**src/rtl/dac_spi_pkg.sv**
```systemverilog
// Shared types and constants for the multi-channel DAC SPI configuration port.
// Instruction byte layout: read/write flag on top, 7-bit register address below.
package dac_spi_pkg;

  typedef enum logic [2:0] {
    ST_IDLE,
    ST_SETUP,
    ST_SHIFT,
    ST_HOLD,
    ST_IOUP_WAIT,
    ST_IOUP_PULSE
  } state_e;

  localparam int INSTR_RW_BIT   = 7;
  localparam int INSTR_ADDR_MSB = 6;
  localparam int INSTR_ADDR_LSB = 0;
  localparam int IOUP_W_DEF     = 4;

  function automatic logic [7:0] instr_byte(
    input logic       rw,
    input logic [6:0] addr
  );
    logic [7:0] b;
    b = '0;
    b[INSTR_RW_BIT] = rw;
    b[INSTR_ADDR_MSB:INSTR_ADDR_LSB] = addr;
    return b;
  endfunction

endpackage

```
**src/rtl/dac_spi_clkdiv.sv**
```systemverilog
// SPI clock generator: mode-0 clock (idle low) with one-cycle rise/fall strobes.
// Held in reset-like state (clock low, counter cleared) whenever en_i is low.
module dac_spi_clkdiv #(
  parameter int CLK_DIV = 2
) (
  input  logic clk_i,
  input  logic rst_i,
  input  logic en_i,
  output logic spi_clk_o,
  output logic rise_o,
  output logic fall_o
);

  localparam int CW = (CLK_DIV > 1) ? $clog2(CLK_DIV) : 1;
  localparam logic [CW-1:0] TERM = CW'(CLK_DIV - 1);

  logic [CW-1:0] cnt_q, cnt_d;
  logic          clk_q, clk_d;
  logic          tick;

  assign tick   = en_i && (cnt_q == TERM);
  assign rise_o = tick && !clk_q;
  assign fall_o = tick && clk_q;
  assign spi_clk_o = clk_q;

  always_comb begin
    cnt_d = cnt_q + CW'(1);
    clk_d = clk_q;
    if (!en_i) begin
      cnt_d = '0;
      clk_d = 1'b0;
    end else if (tick) begin
      cnt_d = '0;
      clk_d = ~clk_q;
    end
  end

  always_ff @(posedge clk_i or posedge rst_i) begin
    if (rst_i) begin
      cnt_q <= '0;
      clk_q <= 1'b0;
    end else begin
      cnt_q <= cnt_d;
      clk_q <= clk_d;
    end
  end

endmodule

```
**src/rtl/dac_spi_multi_cfg.sv**
```systemverilog
// Multi-channel DAC SPI register access with optional io_update pulse.
// Read support is compiled in only when DAC_SPI_READ_EN is defined.
module dac_spi_multi_cfg
  import dac_spi_pkg::*;
#(
  parameter int NUM_CH    = 4,
  parameter int MAX_BYTES = 8,
  parameter int CLK_DIV   = 2,
  parameter int IOUP_W    = IOUP_W_DEF
) (
  input  logic                   cfg_spi_clk,
  input  logic                   cfg_rst_in,
  input  logic                   cfg_valid,
  output logic                   cfg_ready,
  input  logic                   cfg_rw,
  input  logic [2:0]             cfg_ch,
  input  logic [6:0]             cfg_addr,
  input  logic [3:0]             cfg_len,
  input  logic [8*MAX_BYTES-1:0] cfg_data,
  input  logic                   cfg_ioup,
  input  logic [15:0]            ioup_delay,
  output logic                   spi_clk,
  output logic [NUM_CH-1:0]      spi_cs_n,
  output logic                   spi_sdi,
  input  logic                   spi_sdo,
  output logic [NUM_CH-1:0]      io_update,
  output logic [8*MAX_BYTES-1:0] rd_data,
  output logic                   rd_valid,
  output logic                   busy,
  output logic                   err
);

  localparam int DW = 8 * MAX_BYTES;
  localparam int FW = DW + 8;
  localparam logic [3:0]  MAXB    = 4'(MAX_BYTES);
  localparam logic [3:0]  NCH     = 4'(NUM_CH);
  localparam logic [15:0] DIV_M1  = 16'(CLK_DIV - 1);
  localparam logic [15:0] IOUP_M1 = 16'(IOUP_W - 1);

  state_e              state_q, state_d;
  logic [15:0]         cnt_q, cnt_d;
  logic [6:0]          bit_q, bit_d;
  logic [FW-1:0]       sh_q, sh_d;
  logic                sdi_q, sdi_d;
  logic [NUM_CH-1:0]   cs_n_q, cs_n_d;
  logic [NUM_CH-1:0]   iou_q, iou_d;
  logic                err_q, err_d;
  logic [2:0]          ch_q, ch_d;
  logic [3:0]          len_q, len_d;
  logic                ioup_q, ioup_d;
  logic [15:0]         dly_q, dly_d;

  logic                bad_req;
  logic [6:0]          shamt;
  logic [DW-1:0]       wdata;
  logic [FW-1:0]       frame;
  logic [6:0]          nbits;
  logic [NUM_CH-1:0]   ch_oh;
  logic                sck_rise, sck_fall;

`ifdef DAC_SPI_READ_EN
  logic                rw_q, rw_d;
  logic [DW-1:0]       rsh_q, rsh_d;
  logic [DW-1:0]       rdd_q, rdd_d;
  logic                rdv_q, rdv_d;
`else
  logic                unused_sdo;
  assign unused_sdo = spi_sdo;
`endif

  dac_spi_clkdiv #(
    .CLK_DIV(CLK_DIV)
  ) u_clkdiv (
    .clk_i    (cfg_spi_clk),
    .rst_i    (cfg_rst_in),
    .en_i     (state_q == ST_SHIFT),
    .spi_clk_o(spi_clk),
    .rise_o   (sck_rise),
    .fall_o   (sck_fall)
  );

  always_comb begin
    bad_req = (cfg_len == 4'd0) || (cfg_len > MAXB) ||
              ({1'b0, cfg_ch} >= NCH);
`ifndef DAC_SPI_READ_EN
    bad_req = bad_req || cfg_rw;
`endif
  end

  // Data is left-justified in the frame so the shifter always drains from the top.
  assign shamt = {MAXB - cfg_len, 3'b000};
  assign wdata = cfg_rw ? '0 : (cfg_data << shamt);
  assign frame = {instr_byte(cfg_rw, cfg_addr), wdata};
  assign nbits = {len_q + 4'd1, 3'b000};
  assign ch_oh = NUM_CH'(1) << ch_q;

  always_comb begin
    state_d = state_q;
    cnt_d   = cnt_q;
    bit_d   = bit_q;
    sh_d    = sh_q;
    sdi_d   = sdi_q;
    cs_n_d  = cs_n_q;
    iou_d   = iou_q;
    err_d   = 1'b0;
    ch_d    = ch_q;
    len_d   = len_q;
    ioup_d  = ioup_q;
    dly_d   = dly_q;
`ifdef DAC_SPI_READ_EN
    rw_d    = rw_q;
    rsh_d   = rsh_q;
    rdd_d   = rdd_q;
    rdv_d   = 1'b0;
`endif
    unique case (state_q)
      ST_IDLE: begin
        if (cfg_valid) begin
          ch_d   = cfg_ch;
          len_d  = cfg_len;
          ioup_d = cfg_ioup & ~cfg_rw;
          dly_d  = ioup_delay;
`ifdef DAC_SPI_READ_EN
          rw_d   = cfg_rw;
`endif
          if (bad_req) begin
            err_d = 1'b1;
          end else begin
            state_d = ST_SETUP;
            cnt_d   = '0;
            bit_d   = '0;
            cs_n_d  = ~(NUM_CH'(1) << cfg_ch);
            sdi_d   = frame[FW-1];
            sh_d    = {frame[FW-2:0], 1'b0};
`ifdef DAC_SPI_READ_EN
            rsh_d   = '0;
`endif
          end
        end
      end
      ST_SETUP: begin
        cnt_d = cnt_q + 16'd1;
        if (cnt_q == DIV_M1) begin
          state_d = ST_SHIFT;
          cnt_d   = '0;
        end
      end
      ST_SHIFT: begin
`ifdef DAC_SPI_READ_EN
        if (sck_rise && (bit_q >= 7'd8)) begin
          rsh_d = {rsh_q[DW-2:0], spi_sdo};
        end
`endif
        if (sck_fall) begin
          bit_d = bit_q + 7'd1;
          if (bit_q + 7'd1 == nbits) begin
            state_d = ST_HOLD;
            cnt_d   = '0;
            sdi_d   = 1'b0;
          end else begin
            sdi_d = sh_q[FW-1];
            sh_d  = {sh_q[FW-2:0], 1'b0};
          end
        end
      end
      ST_HOLD: begin
        cnt_d = cnt_q + 16'd1;
        if (cnt_q == DIV_M1) begin
          cs_n_d  = '1;
          cnt_d   = '0;
          state_d = ST_IDLE;
`ifdef DAC_SPI_READ_EN
          if (rw_q) begin
            rdd_d = rsh_q;
            rdv_d = 1'b1;
          end
`endif
          if (ioup_q) begin
            if (dly_q == 16'd0) begin
              iou_d   = ch_oh;
              state_d = ST_IOUP_PULSE;
            end else begin
              state_d = ST_IOUP_WAIT;
            end
          end
        end
      end
      ST_IOUP_WAIT: begin
        cnt_d = cnt_q + 16'd1;
        if (cnt_q == dly_q - 16'd1) begin
          iou_d   = ch_oh;
          cnt_d   = '0;
          state_d = ST_IOUP_PULSE;
        end
      end
      ST_IOUP_PULSE: begin
        cnt_d = cnt_q + 16'd1;
        if (cnt_q == IOUP_M1) begin
          iou_d   = '0;
          cnt_d   = '0;
          state_d = ST_IDLE;
        end
      end
      default: state_d = ST_IDLE;
    endcase
  end

  always_ff @(posedge cfg_spi_clk or posedge cfg_rst_in) begin
    if (cfg_rst_in) begin
      state_q <= ST_IDLE;
      cnt_q   <= '0;
      bit_q   <= '0;
      sh_q    <= '0;
      sdi_q   <= 1'b0;
      cs_n_q  <= '1;
      iou_q   <= '0;
      err_q   <= 1'b0;
      ch_q    <= '0;
      len_q   <= '0;
      ioup_q  <= 1'b0;
      dly_q   <= '0;
`ifdef DAC_SPI_READ_EN
      rw_q    <= 1'b0;
      rsh_q   <= '0;
      rdd_q   <= '0;
      rdv_q   <= 1'b0;
`endif
    end else begin
      state_q <= state_d;
      cnt_q   <= cnt_d;
      bit_q   <= bit_d;
      sh_q    <= sh_d;
      sdi_q   <= sdi_d;
      cs_n_q  <= cs_n_d;
      iou_q   <= iou_d;
      err_q   <= err_d;
      ch_q    <= ch_d;
      len_q   <= len_d;
      ioup_q  <= ioup_d;
      dly_q   <= dly_d;
`ifdef DAC_SPI_READ_EN
      rw_q    <= rw_d;
      rsh_q   <= rsh_d;
      rdd_q   <= rdd_d;
      rdv_q   <= rdv_d;
`endif
    end
  end

`ifdef DAC_SPI_READ_EN
  assign rd_data  = rdd_q;
  assign rd_valid = rdv_q;
`else
  assign rd_data  = '0;
  assign rd_valid = 1'b0;
`endif

  assign spi_cs_n  = cs_n_q;
  assign spi_sdi   = sdi_q;
  assign io_update = iou_q;
  assign err       = err_q;
  assign cfg_ready = (state_q == ST_IDLE);
  assign busy      = ~cfg_ready;

endmodule

```
**config.mk**
```make
export PLATFORM = sky130hd
export DESIGN_NAME = dac_spi_multi_cfg
export DESIGN_NICKNAME = d
export VERILOG_FILES = /design/src/rtl/dac_spi_pkg.sv /design/src/rtl/dac_spi_clkdiv.sv /design/src/rtl/dac_spi_multi_cfg.sv
export SDC_FILE = /design/constraint.sdc
export NUM_CORES = 1
export LEC_CHECK = 0
export CORE_ASPECT_RATIO = 0.6
export CORE_MARGIN = 2
export CORE_UTILIZATION = 40
export CTS_CLUSTER_DIAMETER = 200
export DETAILED_ROUTE_END_ITERATION = 6
export PLACE_DENSITY = 0.71
export SYNTH_ARGS = -nofsm -noshare
export SYNTH_HDL_FRONTEND = slang
export SYNTH_HIERARCHICAL = 1
export SYNTH_SLANG_ARGS = --single-unit
```
**constraint.sdc**
```tcl
create_clock -name cfg_spi_clk -period 11.9 [get_ports cfg_spi_clk]
set_input_delay 2.38 -clock cfg_spi_clk [delete_from_list [all_inputs] [get_ports cfg_spi_clk]]
set_output_delay 2.38 -clock cfg_spi_clk [all_outputs]
set_load 0.05 [all_outputs]
```
==> out/qor.yml <==
grt_pass1_vias: 7133
die_area_um2: 23620
vias_per_cell: 5.581
yosys_warnings: 6
startpoint: "cfg_len[0]"
routabilityCongestion: 0.8663
ctsLongestPathBuffers: 2
layout_common_cells: "dfrtp_1, nor2_1, nand2_1"
hpwl_um: 17430
clk_latency_ns: 0.43
antenna_cells: 0
p_int_mw: 0.8525
syn_inst: 1028
switching_share: 0.2918
dr.pass1.iters: 6
worstReg2RegEnd: "sh_q[46]$_DFFE_PP0P_"
cts_tree: "yes"
r2r-start: "state_q[1]$_DFFE_PP0P_"
totalNegativeSetupSlack_ns: 0
hold_class: "flip-flop to flip-flop"
criticalPathCategory: "input pin to flip-flop"
min-delay-start: "spi_sdi$_DFFE_PP0P_"
min_period_over_period: 0.4924
power_frac_seq: 0.393
cts_resized: 0
total_power_mw: 1.204
relSlewSlack: 0.2859
clkPwrFrac: 0.431
arrival_ns: 6.21
io_buffers: 111
tightest_slew_ns: 1.063
hold_end: "spi_sdi$_DFFE_PP0P_"
start_util: 0.4064
nets: 1200
worst-path-max-fanout: 75
crit_path_end_kind: "flip-flop"
clk_pin_slew_ns: 0.06
p_leak_nw: 4.440
fmax_ghz: 0.1707
skew_ns: 0.009250
drt_iter0_drc: 901
ir_drop_uv: 120.8
maxSlewViolCount: 0
fp-row-count: 42
antenna_found_initial: 0
dr_total_vias: 7775
avgSynthCellArea_um2: 8.705
clock_sinks: 133
die_w_um: 197.1
avgRoutedWirePerCell_um: 17.54
fin_crit_ns: 5.859
overflow: 0
grt_usage: 0.2151
drtAntennaViolNets: 0
combPwrFrac: 0.176
outcome: "complete, no violations"
area_growth_pct: 18.16
rsz0062_at_grt: "no"
postRouteWirelength_um: 24430
power.density_nw_per_um2: 113.8
drive_gt1_frac: 0.1048
finalHoldViolCount: 0
nFillCells: 2091
finalSetupViolCount: 0
worstHoldPathCells: 2
grt_max_degree: 108
io_pins: 178
grt_pass1_wl_um: 39410
layout_commonest_cell: "dfrtp_1"
cts_setup_buffers: 0
worst_r2r_path_depth: 9
netlist_area_um2: 8949
cts-root-buf: "clkbuf_16"
drc: 0
p_sw_mw: 0.3512
cp-start-kind: "input pin"
hold_buffers: 0
cts_buffers: 17
cp.required_ns: 12.25
r2r_slack_ns: 7.44
fp.dieH_um: 119.9
cts_max_level: 4
core-area_um2: 22020
cap_violations: 0
## cell type report
cell class / count / area [um2] / share of cell area
clock buffer: 17 / 425.4 / 0.04023
clock inverter: 15 / 157.7 / 0.01491
sequential: 133 / 3333 / 0.3152
multi-input combinational: 808 / 5071 / 0.4796
timing repair buffer: 120 / 1174 / 0.1110
inverter: 14 / 55.05 / 0.005206
tap: 286 / 357.8 / 0.03384
## sequential cells by signal (all words and copies together), names as in the netlist
| register | flops |
|---|---|
| io_update | 4 |
| len_q | 4 |
| state_q | 3 |
| ioup_q | 1 |
| err | 1 |
| ch_q | 3 |
| sh_q | 71 |
| bit_q | 7 |
| dly_q | 16 |
| spi_cs_n | 4 |
| u_clkdiv/spi_clk_o | 1 |
| u_clkdiv/cnt_q | 1 |
| cnt_q | 16 |
| spi_sdi | 1 |
## worst max-delay path, stage by stage
cell and delay, ns:
buf_2 0.07, buf_4 0.72, inv_1 0.20, ha_2 0.29, xor2_4 0.15, buf_4 0.62
nand2_1 0.42, nor3_1 0.92, a22oi_1 0.18, a21oi_1 0.20
## power by group through the flow
stage	combinational, mW	clock (mW)	sequential, mW
floorplan	0.158	0	0.480
global placement	0.207	0	0.481
detailed placement	0.209	0	0.481
CTS	0.210	0.526	0.473
global route	0.229	0.547	0.474
finish	0.211	0.519	0.474
## per-layer routing
| metal | track usage | wire length [um] | vias up |
|---|---|---|---|
| li1 | - | - | 3671 |
| met1 | 0.3536 | 12680 | 3764 |
| met2 | 0.2732 | 9473 | 317 |
| met3 | 0.05171 | 2054 | 23 |
| met4 | 0.05216 | 222 | 0 |
| met5 | 0 | 0 | - |
## how the worst max path moves through the flow
stage,endpoint,slack [ns],depth (start not counted)
after floorplan,bit_q[0]$_DFFE_PP0P_,6.03,1
after global placement,sh_q[8]$_DFFE_PP0P_,5.81,10
after detailed placement,sh_q[6]$_DFFE_PP0P_,5.67,10
after CTS,sh_q[6]$_DFFE_PP0P_,6.14,10
after global routing,sh_q[2]$_DFFE_PP0P_,5.67,10
final,sh_q[6]$_DFFE_PP0P_,6.04,10
## per-stage QoR
| step | instance area [um2] | setup WS [ns] | hold WS, ns | cells | utilization |
|---|---|---|---|---|---|
| floorplan | 9189 | 6.029 | 0.4601 | 1092 | - |
| global placement | 9991 | 5.809 | 0.4622 | 1361 | 0.4537 |
| detailed placement | 9991 | 5.670 | 0.4691 | 1361 | 0.4537 |
| CTS | 10570 | 6.136 | 0.4811 | 1393 | 0.4802 |
| finish | 10570 | 6.041 | 0.4733 | 1393 | 0.4802 |
| global route | 10570 | 5.675 | 0.5252 | 1393 | 0.4802 |
No activity file was read; power rests on OpenSTA's default activity.
